### src/rtl/fifo_burst_reader.sv
// Burst read controller: pops len words from a 1-cycle-latency FIFO into a valid/ready stream.
// Optional out_last output is enabled by defining FIFO_BURST_LAST_EN.
module fifo_burst_reader #(
    parameter int DATA_WIDTH = 8,
    parameter int LEN_WIDTH  = 16
) (
    input  logic                  clk,
    input  logic                  rst,
    input  logic                  start,
    input  logic [LEN_WIDTH-1:0]  len,
    output logic                  busy,
    output logic                  done,
    output logic                  fifo_rden,
    input  logic                  fifo_empty,
    input  logic [DATA_WIDTH-1:0] fifo_q,
    output logic [DATA_WIDTH-1:0] out_data,
    output logic                  out_valid,
    input  logic                  out_ready,
    output logic [LEN_WIDTH-1:0]  rd_count,
`ifdef FIFO_BURST_LAST_EN
    output logic                  out_last,
`endif
    output logic [1:0]            fsm_state
);

    // Handshake: a word moves downstream on any rising edge where out_valid && out_ready;
    // out_valid never drops and out_data never changes while waiting for out_ready.

    typedef enum logic [1:0] {
        S_IDLE = 2'd0,
        S_RUN  = 2'd1,
        S_DONE = 2'd2
    } state_t;

    localparam logic [LEN_WIDTH-1:0] ONE = {{(LEN_WIDTH-1){1'b0}}, 1'b1};

    state_t                state, state_nxt;
    logic [LEN_WIDTH-1:0]  len_r;
    logic [LEN_WIDTH-1:0]  issued;
    logic [DATA_WIDTH-1:0] buf0, buf1;
    logic [1:0]            buf_count;
    logic                  inflight;
    logic                  pop;
    logic                  rden;
    logic [2:0]            occupancy;

    assign out_valid = (buf_count != 2'd0);
    assign out_data  = buf0;
    assign pop       = out_valid & out_ready;
    // Words held after this edge if no new read were issued; a read is allowed only below 2.
    assign occupancy = {1'b0, buf_count} + {2'b00, inflight} - {2'b00, pop};

    assign busy      = (state == S_RUN);
    assign done      = (state == S_DONE);
    assign fifo_rden = rden;
    assign fsm_state = state;
`ifdef FIFO_BURST_LAST_EN
    assign out_last  = out_valid && (rd_count == len_r - ONE);
`endif

    always_comb begin
        state_nxt = state;
        rden      = 1'b0;
        case (state)
            S_IDLE: begin
                if (start) state_nxt = (len == '0) ? S_DONE : S_RUN;
            end
            S_RUN: begin
                rden = !fifo_empty && (issued < len_r) && (occupancy < 3'd2);
                if (pop && (rd_count + ONE == len_r)) state_nxt = S_DONE;
            end
            S_DONE:  state_nxt = S_IDLE;
            default: state_nxt = S_IDLE;
        endcase
    end

    always_ff @(posedge clk or posedge rst) begin
        if (rst) begin
            state    <= S_IDLE;
            len_r    <= '0;
            issued   <= '0;
            rd_count <= '0;
            inflight <= 1'b0;
        end else begin
            state    <= state_nxt;
            inflight <= rden;
            if (state == S_IDLE && start) begin
                len_r    <= len;
                issued   <= '0;
                rd_count <= '0;
            end else begin
                if (rden) issued <= issued + ONE;
                if (pop && rd_count != len_r) rd_count <= rd_count + ONE;
            end
        end
    end

    // Two-entry skid buffer with buf0 as head; captures come from the read issued last cycle.
    always_ff @(posedge clk or posedge rst) begin
        if (rst) begin
            buf0      <= '0;
            buf1      <= '0;
            buf_count <= 2'd0;
        end else begin
            case ({inflight, pop})
                2'b10: begin
                    if (buf_count == 2'd0) buf0 <= fifo_q;
                    else                   buf1 <= fifo_q;
                    buf_count <= buf_count + 2'd1;
                end
                2'b01: begin
                    buf0      <= buf1;
                    buf_count <= buf_count - 2'd1;
                end
                2'b11: begin
                    if (buf_count == 2'd1) begin
                        buf0 <= fifo_q;
                    end else begin
                        buf0 <= buf1;
                        buf1 <= fifo_q;
                    end
                end
                default: ;
            endcase
        end
    end

endmodule
### config.mk
export PLATFORM = sky130hd
export DESIGN_NAME = fifo_burst_reader
export DESIGN_NICKNAME = d
export VERILOG_FILES = /design/src/rtl/fifo_burst_reader.sv
export SDC_FILE = /design/constraint.sdc
export NUM_CORES = 1
export LEC_CHECK = 0
export BUFFER_PORTS_ARGS = -buffer_cell sky130_fd_sc_hd__buf_4
export CAP_MARGIN = 40
export CORE_MARGIN = 2
export CORE_UTILIZATION = 58
export DETAILED_ROUTE_END_ITERATION = 6
export HOLD_SLACK_MARGIN = 0.08
export PLACE_DENSITY_LB_ADDON = 0.12
export SYNTH_ARGS = -nofsm -noshare
export SYNTH_HDL_FRONTEND = slang
export SYNTH_SLANG_ARGS = --single-unit
### constraint.sdc
create_clock -name clk -period 3.2 [get_ports clk]
set_input_delay 0.64 -clock clk [delete_from_list [all_inputs] [get_ports clk]]
set_output_delay 0.64 -clock clk [all_outputs]
set_load 0.05 [all_outputs]
# After elaboration in Yosys (flattened, before gate mapping)
# Index checks and enable logic that the tools add are counted.
[classes] n_eq_ne=13 mux=16 magnitude_cmp=2 n_addsub=6 n_bitwise=1 reduce_logical=18
[op_table] op="$mux W16" count=4
[op_table] op="$add A16 B1 Y16 const B" count=2
[op_table] op="$mux W8" count=4
[op_table] op="$pmux W8 S3" count=1
[op_table] op="$eq A16 B16 Y1" count=1
[op_table] op="$logic_not A16 Y1" count=1
[op_table] op="$lt A16 B16 Y1" count=1
[op_table] op="$ne A16 B16 Y1" count=1
[op_table] op="$pmux W8 S2" count=1
[op_table] op="$reduce_bool A2 Y1" count=5
[op_table] op="$ne A2 B2 Y1 const B" count=4
[op_table] op="$pmux W2 S2" count=2
[op_table] op="$eq A2 B1 Y1 const B" count=3
[op_table] op="$eq A2 B2 Y1 const B" count=3
[op_table] op="$mux W2" count=3
[op_table] op="$logic_and A1 B1 Y1" count=5
[op_table] op="$logic_not A2 Y1" count=2
[op_table] op="$reduce_and A2 Y1" count=2
[op_table] op="$add A2 B1 Y3" count=1
[op_table] op="$lt A3 B2 Y1 const B" count=1
[op_table] op="$reduce_and A3 Y1" count=1
[op_table] op="$reduce_bool A3 Y1" count=1
[op_table] op="$sub A3 B1 Y3" count=1
[op_table] op="$add A2 B1 Y2 const B" count=1
[op_table] op="5 further kinds" count=5
[word_totals] out_inout_bits=30 ff_bits=69

# Longest topological paths before layout
[logic_depth] ltp_word=8 depth_mapped=15

# Least setup slack after synthesis
# Ideal clock, no wire load.
[synth_path] path_type="reg2out" from="reg buf_count[1]" to="out fifo_rden" required_ns=2.560 stages_incl_launch_ff=14 arrival_time_ns=3.047 path_slack_ns=-0.487 path_buffers=1 cell_sequence="dfrtp_1 -> inv_1 -> ha_1 -> inv_1 -> nand2_1 -> xor2_1 -> nand2b_1 -> fa_1 -> xnor2_1 -> nand4_1 -> a31oi_1 -> nand2_1 -> buf_2 -> inv_1"
[synth_between] elab_chain_len=6 word_cells_on_any_way=7 cone_classes="2 x add/sub; 1 x order compare; 1 x mux; 1 x bitwise; 2 x reduce/logical"
[synth_lines] item="start, declared" line_no="41" text="logic [1:0] buf_count;"
[synth_lines] item="start signal, assigned" line_no="109" text="buf_count <= buf_count + 2'd1;"
[synth_lines] item="start signal, assigned" line_no="113" text="buf_count <= buf_count - 2'd1;"
[synth_lines] item="$reduce_bool A2 Y1" line_no="47" text="assign out_valid = (buf_count != 2'd0);"
[synth_lines] item="via out_valid" line_no="17" text="output logic out_valid,"
[synth_lines] item="$and A1 B1 Y1" line_no="49" text="assign pop = out_valid & out_ready;"
[synth_lines] item="$sub A3 B1 Y3" line_no="51" text="assign occupancy = {1'b0, buf_count} + {2'b00, inflight} - {2'b00, pop};"
[synth_lines] item="$lt A3 B2 Y1" line_no="69" text="rden = !fifo_empty && (issued < len_r) && (occupancy < 3'd2);"
[synth_lines] item="$logic_and A1 B1 Y1" line_no="69"
[synth_lines] item="$mux W1" line_no="64" text="case (state)"
[synth_lines] item="end, declared" line_no="13" text="output logic fifo_rden,"
# The timed path passes the listed nets, and every way through them passes these cells.

# Worst setup path in the final report
[layout_path] from="reg buf_count[1]" to="out fifo_rden"
[layout_between] elab_chain_len=6 word_cells_on_any_way=7 cone_classes="2 x add/sub; 1 x order compare; 1 x mux; 1 x bitwise; 2 x reduce/logical"
[layout_lines] item="parallel branches: the longest is 2 deep, another holds $add A2 B1 Y3"
[layout_lines] item="$sub A3 B1 Y3 *" line_no="51"
[layout_lines] item="$lt A3 B2 Y1 *" line_no="69"
[layout_lines] item="$logic_and A1 B1 Y1 *" line_no="69"
[layout_lines] item="$mux W1 *" line_no="64"
# Every way passes the cells marked *.

==> reports/qor.yml <==
reg2reg_depth: 14
post-dp-hpwl_um: 7362
root_buffer: "clkbuf_8"
yosysSeqAreaShare_pct: 41.67
postSynthCellCount: 446
cp.arrival_ps: 2600
final_util_pct: 72.57
criticalPathCategory: "register to output pin"
synth.area.top_cells: "dfrtp_1 (42%), xnor2_1 (6.8%), ha_1 (5.7%)"
fmax_mhz: 309.0
synth.most_common_cell: "dfrtp_1"
setup_ws_ps: -35.87
finalSetupViolCount: 1
timing.slew.headroom_pct: 56.65
cts_max_level: 3
hold_viol: 0
grt_antenna_before_repair: 0
drive_gt1_share_pct: 22.35
cellPowerDensity_nw_per_um2: 811.2
core_um2: 6869
place_congestion: 0.9022
dp_slack_ps: 134.2
period_needed_ps: 3236
status: "complete, but fails checks"
cts_tree: "done"
yosysWarnings: 0
clkLatencyLatePin_ps: 350
critPathRequiredTime_ps: 2560
maxCapViolCount: 0
total_power_uw: 4043
n_fill_cell: 530
cts_sinks: 69
clk_pin_slew_worst_paths_ps: 70
violations: "negative setup slack"
grt_pass1_vias: 3462
drc: 0
ys_ff_latch: 69
rsz0062_at_grt: "true"
grt_pass1_wl_um: 16370
grtUsageTotal_pct: 27.11
synth_top_cells_by_count: "dfrtp_1 (69), nand2_1 (52), o21ai_0 (34)"
io_pins: 59
syn2layout_area_growth_pct: 20.29
drt-initial-drc-count: 267
synth_top_area_share_pct: 41.67
synth_edf_count: 0
postRouteAntennaNets: 0
async_flop_share_pct: 100.0
detail_route.wirelength_um: 9912
tightest_slew_ps: 650.2
netlist_area_um2: 4144
fp-row-count: 30
hp-class: "input pin to asynchronous set/reset pin"
syn-num-nets: 495
r2r_slack_ps: 210
post_drt_wl_per_cell_um: 16.36
diodes: 0
die_width_um: 88.53
skew_ps: 10.67
cts_buffer_depth: 2
crit_fanout: 3
crit_path_start: "buf_count[1]"
numCtsBuffers: 9
nNetsFinal: 554
syn_avg_cell_area_um2: 9.291
r2r_start: "buf_count[1]"
register_area_um2: 1727
routed_via_density: 5.888
grt_max_degree: 70
portBuffers: 58
leakagePower_uw: 0.002235
first_pass_iters: 4
chipHeight_um: 88.53
synthFlopType: "dfrtp_1"
slew_viol_final: 0
start_kind: "register"
ir_drop_uv: 468.2
start_util_pct: 60.33
die-area_um2: 7837
synthDistinctLibCells: 52
synth_top_cell_by_area: "dfrtp_1"
gr-total-overflow: 0
multi_input_area_um2: 2253
end_kind: "output pin"
route.vias.total: 3568
finalCritPeriodShare_pct: 101.1
-- sequential cells by signal, summed over array words and instances (netlist names) --
signal / cells
buf1: 8
buf_count: 2
fsm_state: 2
inflight: 1
issued: 16
len_r: 16
out_data: 8
rd_count: 16
-- metal layers --
metal / global-route usage (%) / wire length (um) / share of wire [%]
met5: 0 / 0 / 0
met4: 13.09 / 367 / 3.7
met3: 3.731 / 463 / 4.7
met2: 43.61 / 4792 / 48
met1: 36.27 / 4288 / 43
-- worst max-delay path, cell delays in order (launching register included) --
cell        delay (ps)
dfrtp_1            390
inv_2               80
ha_4               140
clkinvlp_4         100
nand2_4            100
xor2_4              80
nand2b_4           150
fa_2               340
xnor2_1            170
nand4_1            130
a31oi_2            210
nand2_2            100
clkinvlp_4         110
buf_8              140
-- placed cells by master (no fill, tap or decap), drive strengths merged, types with 5 or more instances in the layout --
cell,count
dfrtp,69
buf,69
mux2,9
xnor2,32
nand3,17
o31ai,7
nand2,54
mux2i,15
nor2,23
nand4,14
inv,25
o21ai,36
a21oi,20
ha,19
nor4,10
clkbuf,12
xor2,10
and3,5
or4,7
or3,9
nor3,12
-- path summary, 6_finish.rpt --
| kind | end |
|---|---|
| worst max-delay path | fifo_rden |
| worst min-delay path | out_data[5] |
| worst max register to register | issued[10] |
| worst min register to register | out_data[2] |
| max in group asynchronous | issued[4] |
| min in group clk | out_data[2] |
-- power breakdown --
part	switching [uW]	leakage, uW	internal (uW)
clock	324	0.000116	479
combinational	1100	0.00124	758
sequential	257	0.000881	1130
total	1680	0.00223	2360
-- cell type report --
type / instances / share of cell area, %
tap: 96 / 2.410
sequential: 69 / 34.64
inverter: 27 / 2.184
clock inverter: 4 / 1.406
multi-input combinational: 329 / 45.21
clock buffer: 12 / 3.112
timing repair buffer: 69 / 11.04
-- stage by stage --
stage	hold WS, ps	setup TNS [ps]	area, um^2	std cells
after global routing	406.3	-176.7	4985	606
after global placement	463.5	0	4690	586
after detailed placement	471.9	0	4710	587
after floorplan	480.0	-46.78	4195	446
final	345.8	-35.87	4985	606
after CTS	383.7	-70.30	4957	605
-- timing repair --
action,CTS,global route
resized for setup,2,3
hold buffers,0,0
buffers inserted,2,1
pin swaps,1,0
setup endpoints to repair,1,1
-- kinds of logic (layout without fill, tap and decap cells) --
kind of cell	Yosys count	count (layout)	synth area share, %
AND/OR/NAND/NOR	161	161	20.17
AO/OA/AOI/OAI	82	82	11.62
flip-flops	69	69	41.67
buffers and inverters	48	112	5.375
XOR/XNOR	42	42	8.877
multiplexers	24	24	6.069
adder cells (fa/ha/maj)	20	20	6.220
No activity file was read; power rests on OpenSTA's default activity.
